File: config.mk
export PLATFORM = sky130hd
export DESIGN_NAME = mips8_mc_controller_flat
export DESIGN_NICKNAME = d
export VERILOG_FILES = /design/src/rtl/mips8_mc_controller_if.sv /design/src/rtl/mips8_mc_controller.sv /design/src/flat_wrapper.sv
export SDC_FILE = /design/constraint.sdc
export NUM_CORES = 1
export LEC_CHECK = 0
export ABC_AREA = 1
export CORE_AREA = 5 5 49 51
export DETAILED_ROUTE_END_ITERATION = 7
export DIE_AREA = 0 0 54 56
export PLACE_DENSITY = 0.83
export SLEW_MARGIN = 10
export SYNTH_ARGS = -nofsm -noshare
export SYNTH_HDL_FRONTEND = slang
export SYNTH_SLANG_ARGS = --single-unit
File: constraint.sdc
create_clock -name clk -period 4.5 [get_ports clk]
set_input_delay 0.45 -clock clk [delete_from_list [all_inputs] [get_ports clk]]
set_output_delay 0.45 -clock clk [all_outputs]
set_load 0.02 [all_outputs]
File: src/rtl/mips8_mc_controller_if.sv
// Control bus between the mips8 multicycle controller and its datapath.
// Inputs to the controller: op, funct (instruction fields), zero (ALU flag),
// memready (memory access completes this cycle).
// Outputs from the controller: memory strobes, datapath selects and enables,
// illegal-instruction pulse and the current state for debug.
// master = controller side, slave = datapath/memory side.
interface mips8_mc_controller_if;
   logic [5:0] op;
   logic [5:0] funct;
   logic       zero;
   logic       memready;
   logic       memread;
   logic       memwrite;
   logic       alusrca;
   logic [1:0] alusrcb;
   logic       iord;
   logic       memtoreg;
   logic       regdst;
   logic       regwrite;
   logic [1:0] pcsource;
   logic       pcen;
   logic [3:0] irwrite;
   logic [2:0] alucontrol;
   logic       illegal;
   logic [3:0] state;

   modport master (
      input  op, funct, zero, memready,
      output memread, memwrite, alusrca, alusrcb, iord, memtoreg, regdst,
             regwrite, pcsource, pcen, irwrite, alucontrol, illegal, state
   );

   modport slave (
      output op, funct, zero, memready,
      input  memread, memwrite, alusrca, alusrcb, iord, memtoreg, regdst,
             regwrite, pcsource, pcen, irwrite, alucontrol, illegal, state
   );
endinterface

File: src/rtl/mips8_mc_controller.sv
// Multicycle control FSM for the 8-bit MIPS-subset datapath.
// Ports:
//   clk   - rising-edge clock
//   reset - asynchronous active-low reset
//   bus   - controller side of mips8_mc_controller_if (instruction fields,
//           zero flag, memready in; all datapath/memory controls out)
//
// state    | meaning
// ---------+-----------------------------------------------
// FETCH1-4 | read instruction byte n, PC += 1 per byte
// DECODE   | branch target into ALUOut, dispatch on op
// MEMADR   | compute A + imm for LB/SB
// LBRD     | read data memory, wait for memready
// LBWR     | write loaded byte into rt
// SBWR     | write B to data memory, wait for memready
// RTYPEEX  | A op B
// RTYPEWR  | write ALUOut into rd
// BEQEX    | A - B, take branch when zero
// JEX      | load jump target into PC
// ADDIEX   | A + imm
// ADDIWR   | write ALUOut into rt
module mips8_mc_controller (
   input  logic                      clk,
   input  logic                      reset,
   mips8_mc_controller_if.master     bus
);

   typedef enum logic [3:0] {
      FETCH1  = 4'd0,
      FETCH2  = 4'd1,
      FETCH3  = 4'd2,
      FETCH4  = 4'd3,
      DECODE  = 4'd4,
      MEMADR  = 4'd5,
      LBRD    = 4'd6,
      LBWR    = 4'd7,
      SBWR    = 4'd8,
      RTYPEEX = 4'd9,
      RTYPEWR = 4'd10,
      BEQEX   = 4'd11,
      JEX     = 4'd12,
      ADDIEX  = 4'd13,
      ADDIWR  = 4'd14,
      UNUSED  = 4'd15
   } state_e;

   localparam logic [5:0] OP_LB    = 6'b100000;
   localparam logic [5:0] OP_SB    = 6'b101000;
   localparam logic [5:0] OP_RTYPE = 6'b000000;
   localparam logic [5:0] OP_BEQ   = 6'b000100;
   localparam logic [5:0] OP_J     = 6'b000010;
   localparam logic [5:0] OP_ADDI  = 6'b001000;

   localparam logic [2:0] ALU_ADD  = 3'b010;
   localparam logic [2:0] ALU_SUB  = 3'b110;

   state_e state_q, state_d;

   // Decoded ALU operation for R-type; valid_o flags a listed funct.
   function automatic logic [3:0] funct_dec(input logic [5:0] f);
      case (f)
         6'b100000: funct_dec = {1'b1, 3'b010};
         6'b100010: funct_dec = {1'b1, 3'b110};
         6'b100100: funct_dec = {1'b1, 3'b000};
         6'b100101: funct_dec = {1'b1, 3'b001};
         6'b101010: funct_dec = {1'b1, 3'b111};
         default:   funct_dec = {1'b0, 3'b010};
      endcase
   endfunction

   logic [3:0] fdec;
   assign fdec = funct_dec(bus.funct);

   always_ff @(posedge clk or negedge reset) begin
      if (!reset) state_q <= FETCH1;
      else        state_q <= state_d;
   end

   assign bus.state = state_q;

   always_comb begin
      state_d        = state_q;
      bus.memread    = 1'b0;
      bus.memwrite   = 1'b0;
      bus.alusrca    = 1'b0;
      bus.alusrcb    = 2'b00;
      bus.iord       = 1'b0;
      bus.memtoreg   = 1'b0;
      bus.regdst     = 1'b0;
      bus.regwrite   = 1'b0;
      bus.pcsource   = 2'b00;
      bus.pcen       = 1'b0;
      bus.irwrite    = 4'b0000;
      bus.alucontrol = ALU_ADD;
      bus.illegal    = 1'b0;
      // Gating on reset keeps every strobe low the instant reset asserts,
      // not only after the next clock edge.
      if (reset) begin
         case (state_q)
            FETCH1, FETCH2, FETCH3, FETCH4: begin
               bus.memread = 1'b1;
               bus.iord    = 1'b1;
               bus.alusrca = 1'b1;
               bus.alusrcb = 2'b01;
               bus.irwrite = 4'(bus.memready) << state_q[1:0];
               bus.pcen    = bus.memready;
               // FETCH4 + 1 lands on DECODE.
               if (bus.memready) state_d = state_e'(state_q + 4'd1);
            end
            DECODE: begin
               bus.alusrca = 1'b1;
               bus.alusrcb = 2'b11;
               case (bus.op)
                  OP_LB, OP_SB: state_d = MEMADR;
                  OP_BEQ:       state_d = BEQEX;
                  OP_J:         state_d = JEX;
                  OP_ADDI:      state_d = ADDIEX;
                  OP_RTYPE: begin
                     if (fdec[3]) begin
                        state_d = RTYPEEX;
                     end else begin
                        state_d     = FETCH1;
                        bus.illegal = 1'b1;
                     end
                  end
                  default: begin
                     state_d     = FETCH1;
                     bus.illegal = 1'b1;
                  end
               endcase
            end
            MEMADR: begin
               bus.alusrcb = 2'b10;
               state_d     = (bus.op == OP_LB) ? LBRD : SBWR;
            end
            LBRD: begin
               bus.memread = 1'b1;
               if (bus.memready) state_d = LBWR;
            end
            LBWR: begin
               bus.regwrite = 1'b1;
               bus.regdst   = 1'b1;
               state_d      = FETCH1;
            end
            SBWR: begin
               bus.memwrite = 1'b1;
               if (bus.memready) state_d = FETCH1;
            end
            RTYPEEX: begin
               bus.alucontrol = fdec[2:0];
               state_d        = RTYPEWR;
            end
            RTYPEWR: begin
               bus.regwrite   = 1'b1;
               bus.memtoreg   = 1'b1;
               bus.alucontrol = fdec[2:0];
               state_d        = FETCH1;
            end
            BEQEX: begin
               bus.alucontrol = ALU_SUB;
               bus.pcsource   = 2'b01;
               bus.pcen       = bus.zero;
               state_d        = FETCH1;
            end
            JEX: begin
               bus.pcsource = 2'b10;
               bus.pcen     = 1'b1;
               state_d      = FETCH1;
            end
            ADDIEX: begin
               bus.alusrcb = 2'b10;
               state_d     = ADDIWR;
            end
            ADDIWR: begin
               bus.regwrite = 1'b1;
               bus.regdst   = 1'b1;
               bus.memtoreg = 1'b1;
               state_d      = FETCH1;
            end
            default: state_d = FETCH1;
         endcase
      end
   end

endmodule

File: src/flat_wrapper.sv
// flat-port wrapper written by rule: the top's interface ports become plain ports
module mips8_mc_controller_flat 
  (clk, reset, bus_op, bus_funct, bus_zero, bus_memready, bus_memread, bus_memwrite, bus_alusrca, bus_alusrcb, bus_iord, bus_memtoreg, bus_regdst, bus_regwrite, bus_pcsource, bus_pcen, bus_irwrite, bus_alucontrol, bus_illegal, bus_state);
  mips8_mc_controller_if bus_i ();
  input  logic clk;
  input  logic reset;
  input wire logic [$bits(bus_i.op)-1:0] bus_op;
  input wire logic [$bits(bus_i.funct)-1:0] bus_funct;
  input wire logic [$bits(bus_i.zero)-1:0] bus_zero;
  input wire logic [$bits(bus_i.memready)-1:0] bus_memready;
  output wire logic [$bits(bus_i.memread)-1:0] bus_memread;
  output wire logic [$bits(bus_i.memwrite)-1:0] bus_memwrite;
  output wire logic [$bits(bus_i.alusrca)-1:0] bus_alusrca;
  output wire logic [$bits(bus_i.alusrcb)-1:0] bus_alusrcb;
  output wire logic [$bits(bus_i.iord)-1:0] bus_iord;
  output wire logic [$bits(bus_i.memtoreg)-1:0] bus_memtoreg;
  output wire logic [$bits(bus_i.regdst)-1:0] bus_regdst;
  output wire logic [$bits(bus_i.regwrite)-1:0] bus_regwrite;
  output wire logic [$bits(bus_i.pcsource)-1:0] bus_pcsource;
  output wire logic [$bits(bus_i.pcen)-1:0] bus_pcen;
  output wire logic [$bits(bus_i.irwrite)-1:0] bus_irwrite;
  output wire logic [$bits(bus_i.alucontrol)-1:0] bus_alucontrol;
  output wire logic [$bits(bus_i.illegal)-1:0] bus_illegal;
  output wire logic [$bits(bus_i.state)-1:0] bus_state;
  assign bus_i.op = bus_op;
  assign bus_i.funct = bus_funct;
  assign bus_i.zero = bus_zero;
  assign bus_i.memready = bus_memready;
  assign bus_memread = bus_i.memread;
  assign bus_memwrite = bus_i.memwrite;
  assign bus_alusrca = bus_i.alusrca;
  assign bus_alusrcb = bus_i.alusrcb;
  assign bus_iord = bus_i.iord;
  assign bus_memtoreg = bus_i.memtoreg;
  assign bus_regdst = bus_i.regdst;
  assign bus_regwrite = bus_i.regwrite;
  assign bus_pcsource = bus_i.pcsource;
  assign bus_pcen = bus_i.pcen;
  assign bus_irwrite = bus_i.irwrite;
  assign bus_alucontrol = bus_i.alucontrol;
  assign bus_illegal = bus_i.illegal;
  assign bus_state = bus_i.state;
  mips8_mc_controller u_core (.clk(clk), .reset(reset), .bus(bus_i));
endmodule
# After elaboration in Yosys (flattened, before gate mapping)
# Index checks and enable logic that the tools add are counted.
totals:
  regBits: 4
  inputBits: 16
  output_inout_bits: 24
classes:
  n_addsub: 1
  n_eq_ne: 27
  n_shift: 1
  muxes: 36
  reduce_logical: 13
ops:
  columns: ["operator", "count"]
  rows:
  - ["equality test 6 bit (second input constant)", 7]
  - ["one-hot mux 4 bit (5 select lines)", 2]
  - ["equality test 4 bit (second input constant)", 7]
  - ["two-way mux 4 bit", 7]
  - ["one-hot mux 4 bit (7 select lines)", 1]
  - ["two-way mux 1 bit", 18]
  - ["equality test 4 x 3 -> 1 bit (second input constant)", 4]
  - ["OR reduction 5 bit", 3]
  - ["OR reduction 2 bit", 5]
  - ["equality test 4 x 2 -> 1 bit (second input constant)", 2]
  - ["equality test 6 x 2 -> 1 bit (second input constant)", 1]
  - ["equality test 6 x 3 -> 1 bit (second input constant)", 1]
  - ["equality test 6 x 4 -> 1 bit (second input constant)", 1]
  - ["logical NOT 6 bit", 1]
  - ["inequality test 2 bit (second input constant)", 3]
  - ["one-hot mux 2 bit (3 select lines)", 1]
  - ["one-hot mux 3 bit (2 select lines)", 1]
  - ["adder 4 x 1 -> 4 bit (second input constant)", 1]
  - ["equality test 4 x 1 -> 1 bit (second input constant)", 1]
  - ["logical NOT 4 bit", 1]
  - ["two-way mux 2 bit", 2]
  - ["one-hot mux 2 bit (2 select lines)", 1]
  - ["AND reduction 4 bit", 1]
  - ["OR reduction 4 bit", 1]
  - ["5 further kinds", 5]

# Logic depth before layout (Yosys ltp)
# Gate-level depths: netlist of run 1.
depth:
  ltp_word: 6
  ltp_mapped: 11

# Worst setup path after synthesis of run 1
# OpenSTA, ideal clock, no wires.
synth_timing:
  path_kind: "register to output"
  startpoint: "reg u_core.state_q[1] (netlist: u_core.bus.state[1])"
  endpoint: "out bus_irwrite[0]"
  arrival_ps: 1934
  required_ps: 4050
  slack_ps: 2116
  path_stages_with_launch: 9
  path_buffers: 0
  path_cell_list: "dfrtp_1 inv_1 ha_1 inv_1 nand3_1 nand2_4 nor2_2 inv_1 nor3_1"
synth_between:
  elab_chain_cells: 4
  word_cells_on_any_way: 8
  classes_between: "eq/ne (3); shift (1); mux (2); reduce/logical (2)"
synth_rtl:
  columns: ["item", "line_no", "source"]
  rows:
  - ["start, declared", "mips8_mc_controller.sv:57", "state_e state_q, state_d;"]
  - ["start signal, assigned", "mips8_mc_controller.sv:76", "else state_q <= state_d;"]
  - ["equality test 4 x 1 -> 1 bit (tied with other cells)", "mips8_mc_controller.sv:99", "case (state_q)"]
  - ["OR reduction 4 bit", "mips8_mc_controller.sv:99", null]
  - ["two-way mux 4 bit (*)", "mips8_mc_controller.sv:99", null]
  - ["two-way mux 4 bit (*)", "mips8_mc_controller.sv:98", "if (reset) begin"]
  - ["end, declared", "flat_wrapper.sv:21", "output wire logic [$bits(bus_i.irwrite)-1:0] bus_irwrite;"]
# Every way passes the cells marked *; elsewhere a longest branch is shown, timed or not.

# Final worst setup path of run 1
layout_timing:
  startpoint: "in reset"
  endpoint: "out bus_irwrite[3]"
layout_between:
  elab_chain_cells: 1
layout_rtl:
  columns: ["item", "line_no", "source"]
  rows:
  - ["start, declared", "flat_wrapper.sv:6", "input logic reset;"]
  - ["two-way mux 4 bit", "mips8_mc_controller.sv:98", null]
# No other way between the ends.

==> results.md, run 1 <==
- Max FFs per register: 4
- Kind of cell adding the most delay to the critical path: buffers and inverters
- PnR Total Power: roughly 0.59 mW
- Total negative setup slack: 0 ns
- CTS buffer count: 3
- Worst path max stage delay: 0.68 ns
- Sequential share of the synthesized area: approximately an eighth
- Largest net degree at the start of global routing: 10
- Synth Warn #: 0
- First drt pass iteration count: 4
- Synth area leader: nand2_1
- # rows: 16
- Final period util: 65.20%
- Final Max Slew Viols: 0
- # hold bufs at CTS: 0
- Finished Core Util: between 60% and 70%
- Global-route wire length before repair: 4133 um
- Slew margin rel.: between 60% and 70%
- Post-CTS setup buffer count: 0
- Hold crit path type: in -> async
- Status: finished, final reports clean
- Avg Inst Size Synth: approximately 5.6 um^2
- Final worst clock skew: approximately 0.00036 ns
- Initial core utilization: ~42%
- Clk buf depth: 2
- Gate Count Post-Synth: 140
- Cell Chain, Critical Path: clkdlybuf4s50_1 -> clkinv_1 -> nor2_2 -> inv_1 -> nor3_1 -> clkdlybuf4s50_1
- Placed cell areas: approximately 1200 um^2
- Diodes inserted: 0
- GRT Total Usage: between 10% and 20%
- R2R depth: 10
- Synth area leaders: nand2_1, dfrtp_1, inv_1
- Clock tree root buffer cell: clkbuf_4
- CP Data Arrival Time: about 2.5 ns
- Hold Violations, Final: 0
- Clk slew on worst S/H paths: about 0.030 ns
- Power density over the cells: about 480 nW/um^2
- DP Wirelength: approximately 2100 um
- Setup crit end kind: output pin
- Fmax achieved: about 340 MHz
- Fillers: about 180
- Clk Latency, worst-skew pair: between 0.2 and 0.25 ns
- Area Growth Syn to Fin: 55.15%
- Number of vias per cell: approximately 5
- CP startpoint kind: primary input
- Initial antenna violation count: 0
- Syn Std Cell Area: approximately 790 um^2
- Total core area: 1902 um^2
- Syn Nets: 160
- DR iter-0 viols: 39
- Leak: approximately 0.56 nW
- H-tree level count: 1
- Crit path max-delay cell type: clkdlybuf4s50_1
- Worst reg2reg setup slack: ~2.7 ns
- Resize count post-CTS: 0
- Distinct cells, synth: 27
- Via count: between 1000 and 1500
- Flops & latches, synth: 4
- IO buf count: 39
- CP Max Fanout: 9
- Remaining DRCs: 0
- DIE WIDTH: about 54 um
- Unrepaired setup endpoints after global routing: no
- CP Buf/Inv Count: 4
- DR WL/cell: between 10 and 15 um
- Tightest Pin Transition: between 0.4 and 0.5 ns
- DRT Wirelength: approximately 2500 um
- Critical path type: in -> out
- Final instance area: about 1200 um^2
- Levels on crit path: 6
- CTS tree: done
- Final Setup Violations: 0
- Layout cells sized above 1: 11.05%
- Final net count: approximately 200
- CTS Sinks: 4
- Peak VDD IR: roughly 0.33 mV
- Die area: between 3000 and 4000 um^2
- Detail Route Antenna Nets: 0
- Final worst setup slack: between 1.5 and 2 ns
- Die Y-Extent: roughly 56 um
- Grt ovf: 0
- Tmin final: about 2.9 ns
- Final GP Congestion: ~0.87
- Place WS: between 1.5 and 2 ns
- Top Ports: 40
- Vias in the first global route: roughly 1000
- # Max-Cap Violations: 0
- Most frequent CP cell: clkdlybuf4s50_1
- Area share of the largest cell type after synthesis: about 17%
- Req. time, crit path: just over 4 ns
logic make-up after synthesis:
logic type	Yosys count	synth area share, %
and+or+nand+nor	86	52.14
buffers and inverters	27	13.79
AOI/OAI and AO/OA	19	15.06
adders and majority gates	4	6.339
DFF	4	12.68
placed cells by master (no fill, tap or decap), types with 3 or more instances in the layout:
cell and n:
ha_1 4, clkbuf_4 3, nand4_1 4, nor2_1 17, a21oi_1 7, nand3_1 13
inv_1 18, dfrtp_1 4, o21ai_1 3, inv_2 7, clkdlybuf4s50_1 39, nand2_1 36
nor3_1 6
final timing paths:
check | startpoint | to
min in group clk | u_core.bus.state[0] | u_core.bus.state[0]
setup / recovery | reset | bus_irwrite[3]
max in group asynchronous | reset | u_core.bus.state[1]
hold reg to reg | u_core.bus.state[0] | u_core.bus.state[0]
hold / removal | reset | u_core.bus.state[0]
setup reg to reg | u_core.bus.state[0] | u_core.bus.state[2]
layer usage:
metal / wire length [um] / GRT usage [%] / share of wire [%]
met1: 1099 / 20.36 / 44
met2: 1221 / 30.80 / 48
met3: 189 / 2.949 / 7.5
met4: 10 / 3.203 / 0.40
met5: 0 / 0 / 0
metrics by stage:
stage | std cells | hold slack, ns
2_1_floorplan | 140 | 0.1544
6_report | 208 | 0.5049
4_1_cts | 208 | 0.5038
3_3_place_gp | 205 | 0.6211
3_5_place_dp | 205 | 0.6321
5_1_grt | 208 | 0.5134
Yosys cell counts:
master / instances
nand2_1: 36
inv_1: 18
nor2_1: 17
nand3_1: 13
a21oi_1: 7
inv_2: 7
nor3_1: 6
dfrtp_1: 4
ha_1: 4
nand4_1: 4
o21ai_1: 3
a31oi_1: 2
nand2_2: 2
nand2_4: 2
nor2_2: 2
o21ai_0: 2
a21oi_4: 1
and3_1: 1
buf_6: 1
clkinv_1: 1
nand3b_1: 1
nor2_4: 1
nor2_8: 1
o211ai_1: 1
o21ai_2: 1
o21bai_1: 1
o22ai_1: 1
layout make-up:
type / instances / area [um^2] / share of cell area (%)
multi-input combinational: 109 / 580.6 / 47.40
tap: 27 / 33.78 / 2.758
sequential: 4 / 100.1 / 8.172
inverter: 26 / 97.59 / 7.967
clock buffer: 3 / 22.52 / 1.839
timing repair buffer: 39 / 390.4 / 31.87
power by group:
group          total [mW]  internal, mW  switching [mW]
Clock              0.0411        0.0296          0.0115
Sequential         0.0872        0.0507          0.0365
Combinational       0.457         0.180           0.278
Total               0.586         0.260           0.326
No activity file was read; power rests on OpenSTA's default activity.
==> run 2: changes to the inputs <==
--- a/config.mk
+++ b/config.mk
@@ -6,10 +6,10 @@
 export NUM_CORES = 1
 export LEC_CHECK = 0
 export ABC_AREA = 1
-export CORE_AREA = 5 5 49 51
+export CORE_AREA = 5 5 53 55
 export DETAILED_ROUTE_END_ITERATION = 7
-export DIE_AREA = 0 0 54 56
-export PLACE_DENSITY = 0.83
+export DIE_AREA = 0 0 58 60
+export PLACE_DENSITY = 0.75
 export SLEW_MARGIN = 10
 export SYNTH_ARGS = -nofsm -noshare
 export SYNTH_HDL_FRONTEND = slang
==> constraint.sdc (replaced) <==
create_clock -name clk -period 2.46 [get_ports clk]
set_input_delay 0.246 -clock clk [delete_from_list [all_inputs] [get_ports clk]]
set_output_delay 0.246 -clock clk [all_outputs]
set_load 0.02 [all_outputs]
==> results.md, run 2 (synthesized netlist as in run 1, its figures left out) <==
- Final period util: between 90 and 100%
- Global-route wire length before repair: approximately 4200 um
- Final worst setup slack: 0.1690 ns
- Unrepaired setup endpoints after global routing: no
- Setup crit end kind: output pin
- Final net count: ~210
- Remaining DRCs: 0
- Hold crit path type: in -> async
- Post-CTS setup buffer count: 0
- DR iter-0 viols: 31
- Detail Route Antenna Nets: 0
- Initial core utilization: 33.71%
- Diodes inserted: 0
- Commonest non-fill, non-tap cell in the layout: nand2_1
- H-tree level count: 1
- Req. time, crit path: 2.21 ns
- Tmin final: about 2.3 ns
- CTS buffer count: 3
- Place WS: 0.1380 ns
- Clk buf depth: 2
- Tightest Pin Transition: ~0.27 ns
- Max FFs per register: 4
- Fmax achieved: about 440 MHz
- Leak: roughly 0.73 nW
- Critical path type: reg -> out
- Final worst clock skew: 0.0003251 ns
- Slew margin rel.: approximately 80%
- Power density over the cells: between 800 and 900 nW/um^2
- Peak VDD IR: 0.7157 mV
- DP Wirelength: about 2100 um
- IO buf count: 39
- Final GP Congestion: ~0.86
- Initial antenna violation count: 0
- DIE WIDTH: 58 um
- CP startpoint kind: flip-flop
- Fillers: 250
- Multi-input logic area: ~580 um^2
- Status: finished, final reports clean
- Largest net degree at the start of global routing: 8
- CP Max Fanout: 7
- Final Max Slew Viols: 0
- Total negative setup slack: 0 ns
- Number of vias per cell: around 4.8
- # Max-Cap Violations: 0
- Layout cells sized above 1: 14.44%
- Register area: around 100 um^2
- CTS tree: done
- First drt pass iteration count: 4
- Top Ports: 40
- GRT Total Usage: ~15%
- Clock tree root buffer cell: clkbuf_4
- CTS Sinks: 4
- Grt ovf: 0
- # rows: 18
- DRT Wirelength: around 2400 um
- Vias in the first global route: ~1100
- Area Growth Syn to Fin: 62.92%
- Clk Latency, worst-skew pair: 0.24 ns
- Total core area: around 2300 um^2
- Die area: ~3500 um^2
- Clk slew on worst S/H paths: approximately 0.040 ns
- Finished Core Util: 54.91%
- Via count: between 1000 and 1500
- DR WL/cell: ~11 um
- Hold Violations, Final: 0
- Final Setup Violations: 0
- Die Y-Extent: 60 um
- CP Data Arrival Time: 2.04 ns
- Most frequent cells in the layout: nand2_1, clkdlybuf4s50_1, inv_1
==> run 2: changes by cell type in the layout (fill, tap and decap cells not counted) <==
| cell | previous run | this run |
|---|---|---|
| buf_4 | 0 | 6 |
| clkbuf_2 | 0 | 1 |
| clkdlybuf4s15_1 | 0 | 2 |
| clkdlybuf4s50_1 | 39 | 26 |
| dlygate4sd2_1 | 0 | 2 |
| dlymetal6s2s_1 | 0 | 8 |
==> run 2: layer usage <==
| layer | vias up | part of all wire (%) | track usage, % |
|---|---|---|---|
| met4 | 0 | 1.7 | 7.285 |
| li1 | 545 | - | - |
| met2 | 34 | 48 | 26.45 |
| met5 | - | 0 | 0 |
| met3 | 5 | 5.0 | 1.944 |
| met1 | 467 | 45 | 17.96 |
==> run 2: path summary, 6_finish.rpt <==
kind | start | to | slack (ns) | cells after the start
hold reg to reg | u_core.bus.state[1] | u_core.bus.state[1] | 0.63 | 2
hold / removal | reset | u_core.bus.state[0] | 0.40 | 2
min in group clk | u_core.bus.state[1] | u_core.bus.state[1] | 0.63 | 2
setup reg to reg | u_core.bus.state[0] | u_core.bus.state[2] | 0.71 | 10
setup / recovery | u_core.bus.state[0] | bus_irwrite[3] | 0.17 | 9
max in group asynchronous | reset | u_core.bus.state[2] | 1.96 | 2
==> run 2: final cells by class <==
class / count / share of cell area, %
Clock buffer: 3 / 1.751
Inverter: 26 / 7.588
Multi-Input combinational cell: 109 / 45.14
Timing Repair Buffer: 45 / 34.83
Tap cell: 30 / 2.918
Sequential cell: 4 / 7.782
==> run 2: report_power, final <==
group / internal, mW / switching (mW)
registers: 0.0931 / 0.0431
logic: 0.337 / 0.525
clock network: 0.0547 / 0.0292
total: 0.484 / 0.597
==> run 2: repair_timing <==
action,CTS,global route
gates resized for setup,5,13
hold buffers,0,0
endpoints found under the setup margin,5,11
==> run 2: worst max-delay path: stages (launching register included) <==
cell	delay, ns
dfrtp_1	0.45
inv_1	0.14
ha_1	0.25
inv_1	0.08
nand3_1	0.12
nand2_4	0.10
nor2_2	0.11
inv_1	0.08
nor3_1	0.12
dlygate4sd2_1	0.36
==> run 2: per-stage QoR <==
step	power, mW	std cells	cell area (um^2)	hold slack, ns
floorplan	0.6879	140	789.5	-0.04959
global placement	1.011	214	1251	0.6092
detailed placement	1.019	214	1251	0.6083
CTS	1.101	217	1267	0.3877
global route	1.202	217	1286	0.3929
finish	1.082	217	1286	0.3977
==> run 3: changes to the inputs <==
--- a/config.mk
+++ b/config.mk
@@ -6,9 +6,9 @@
 export NUM_CORES = 1
 export LEC_CHECK = 0
 export ABC_AREA = 1
-export CORE_AREA = 5 5 53 55
+export CORE_AREA = 3 3 51 53
 export DETAILED_ROUTE_END_ITERATION = 7
-export DIE_AREA = 0 0 58 60
+export DIE_AREA = 0 0 54 56
 export PLACE_DENSITY = 0.75
 export SLEW_MARGIN = 10
 export SYNTH_ARGS = -nofsm -noshare
==> results.md, run 3 (synthesized netlist as in run 1, its figures left out) <==
- Status: finished, final reports clean
- Hold crit path type: in -> async
- Power density over the cells: around 840 nW/um^2
- Critical path type: reg -> out
- CTS tree: done
- R2R depth: 10
- Grt ovf: 0
- Placed cell areas: ~1200 um^2
- Most frequent cells in the layout: nand2_1, clkdlybuf4s50_1, inv_1
- Net Sw Power: between 0.5 and 0.6 mW
- IO buf count: 39
- Fillers: between 200 and 250
- Remaining DRCs: 0
- Total negative setup slack: 0 ns
- CTS buffer count: 3
- Commonest non-fill, non-tap cell in the layout: nand2_1
- Flop pwr share: between 10 and 15%
- Global-route wire length before repair: slightly below 4000 um
- Final net count: 207
- Final worst clock skew: between 0.0005 and 0.0006 ns
- Via count: a little over 1000
- Place WS: 0.1152 ns
- CP Max Fanout: 6
- Number of vias per cell: approximately 4.8
- Reg-to-Reg Start: u_core.bus.state[1]
- Top Ports: 40
- Worst flop-to-flop path endpoint: u_core.bus.state[0]
- Final Max Slew Viols: 0
- Slew margin rel.: around four fifths
- Clk slew on worst S/H paths: 0.03 ns
- Die area: approximately 3000 um^2
- CP startpoint kind: flip-flop
- Unrepaired setup endpoints after global routing: no
- Total core area: about 2200 um^2
- DR iter-0 viols: 21
- DIE WIDTH: 54 um
- Clk Latency, worst-skew pair: ~0.23 ns
- Req. time, crit path: 2.21 ns
- Detail Route Antenna Nets: 0
- H-tree level count: 1
- DRT Wirelength: 2392 um
- Final worst setup slack: ~0.14 ns
- Clock tree root buffer cell: clkbuf_4
- # hold bufs at CTS: 0
- Placed instance count: 210
- Max FFs per register: 4
- Area Growth Syn to Fin: 60.06%
- Finished Core Util: between 50 and 60%
- Leak: roughly 0.7 nW
- Sw frac: 55.66%
- DR WL/cell: approximately 11 um
- Final period util: 94.26%
- Worst reg2reg setup slack: 0.67 ns
- Post-route insts no fill: between 200 and 250
- Layout cells sized above 1: between 10% and 20%
- Diodes inserted: 0
- CTS Sinks: 4
- Logic gate share of total power: 78.8%
- Tightest Pin Transition: 0.2892 ns
- # Max-Cap Violations: 0
- Clock power frac: 7.5%
- Die Y-Extent: between 50 and 60 um
- First drt pass iteration count: 4
- Final GP Congestion: 0.8459
- Initial antenna violation count: 0
- Final Setup Violations: 0
- Post-CTS setup buffer count: 0
- Peak VDD IR: ~0.67 mV
- CP Data Arrival Time: between 2 and 2.5 ns
- Setup crit end kind: output pin
- Hold Violations, Final: 0
- Tmin final: 2.319 ns
- Vias in the first global route: roughly 940
- DP Wirelength: 2017 um
- Clk buf depth: 2
- # rows: 17
- Largest net degree at the start of global routing: 10
- Final instance area: 1264 um^2
- Initial core utilization: ~36%
- Fmax achieved: between 400 and 500 MHz
- Int Pwr: ~0.47 mW
- GRT Total Usage: between 15 and 20%
## run 3: cell types whose count changed in the layout (fill, tap and decap cells not counted)
cell and delta:
clkdlybuf4s15_1 -1, clkbuf_2 +1, buf_4 -2
## run 3: worst max-delay path by stage
stage                                   start              to  slack [ns]  depth (start not counted)
after floorplan           u_core.bus.state[1]  bus_irwrite[0]        0.28                          8
after global placement    u_core.bus.state[1]  bus_irwrite[0]        0.14                          9
after detailed placement  u_core.bus.state[1]  bus_irwrite[1]        0.12                          9
after CTS                 u_core.bus.state[1]     bus_illegal        0.03                          7
after global routing      u_core.bus.state[1]  bus_irwrite[0]        0.01                          9
final                     u_core.bus.state[1]  bus_alusrcb[1]        0.14                          5
## run 3: what timing repair did
action	in CTS	in global routing
resized for setup	5	15
pin swaps	0	0
endpoints found under the setup margin	5	11
## run 3: final cells by class
type / instances / area, um^2 / share of cell area, %
timing repair buffer: 43 / 427.9 / 33.86
sequential: 4 / 100.1 / 7.921
multi-input combinational: 109 / 580.6 / 45.94
clock buffer: 3 / 22.52 / 1.782
tap: 28 / 35.03 / 2.772
inverter: 26 / 97.59 / 7.723
## run 3: power groups by stage
stage               Sequential [mW]  Clock [mW]  Combinational (mW)
floorplan                     0.162           0               0.525
global placement              0.144           0               0.852
detailed placement            0.145           0               0.858
CTS                           0.144      0.0842               0.850
global route                  0.150      0.0955               0.919
finish                        0.145      0.0799               0.837
## run 3: metal layers
| layer | track usage, % | part of all wire [%] | vias to the layer above |
|---|---|---|---|
| met1 | 21.97 | 47 | 440 |
| met4 | 7.117 | 0.71 | 0 |
| met2 | 25.43 | 48 | 33 |
| li1 | - | - | 541 |
| met3 | 2.949 | 4.6 | 2 |
| met5 | 0 | 0 | - |
## run 3: critical path, cell delays in order (launching register included)
cell and delay [ns]:
dfrtp_1 0.43, inv_1 0.16, ha_1 0.26, nand2_1 0.12, a31oi_1 0.22, clkdlybuf4s50_1 0.65
## run 3: stage by stage
stage | hold WS [ns] | power, mW
after global routing | 0.3536 | 1.164
after detailed placement | 0.5485 | 1.003
final | 0.3718 | 1.062
after CTS | 0.3605 | 1.078
after floorplan | -0.04959 | 0.6879
after global placement | 0.5475 | 0.9963
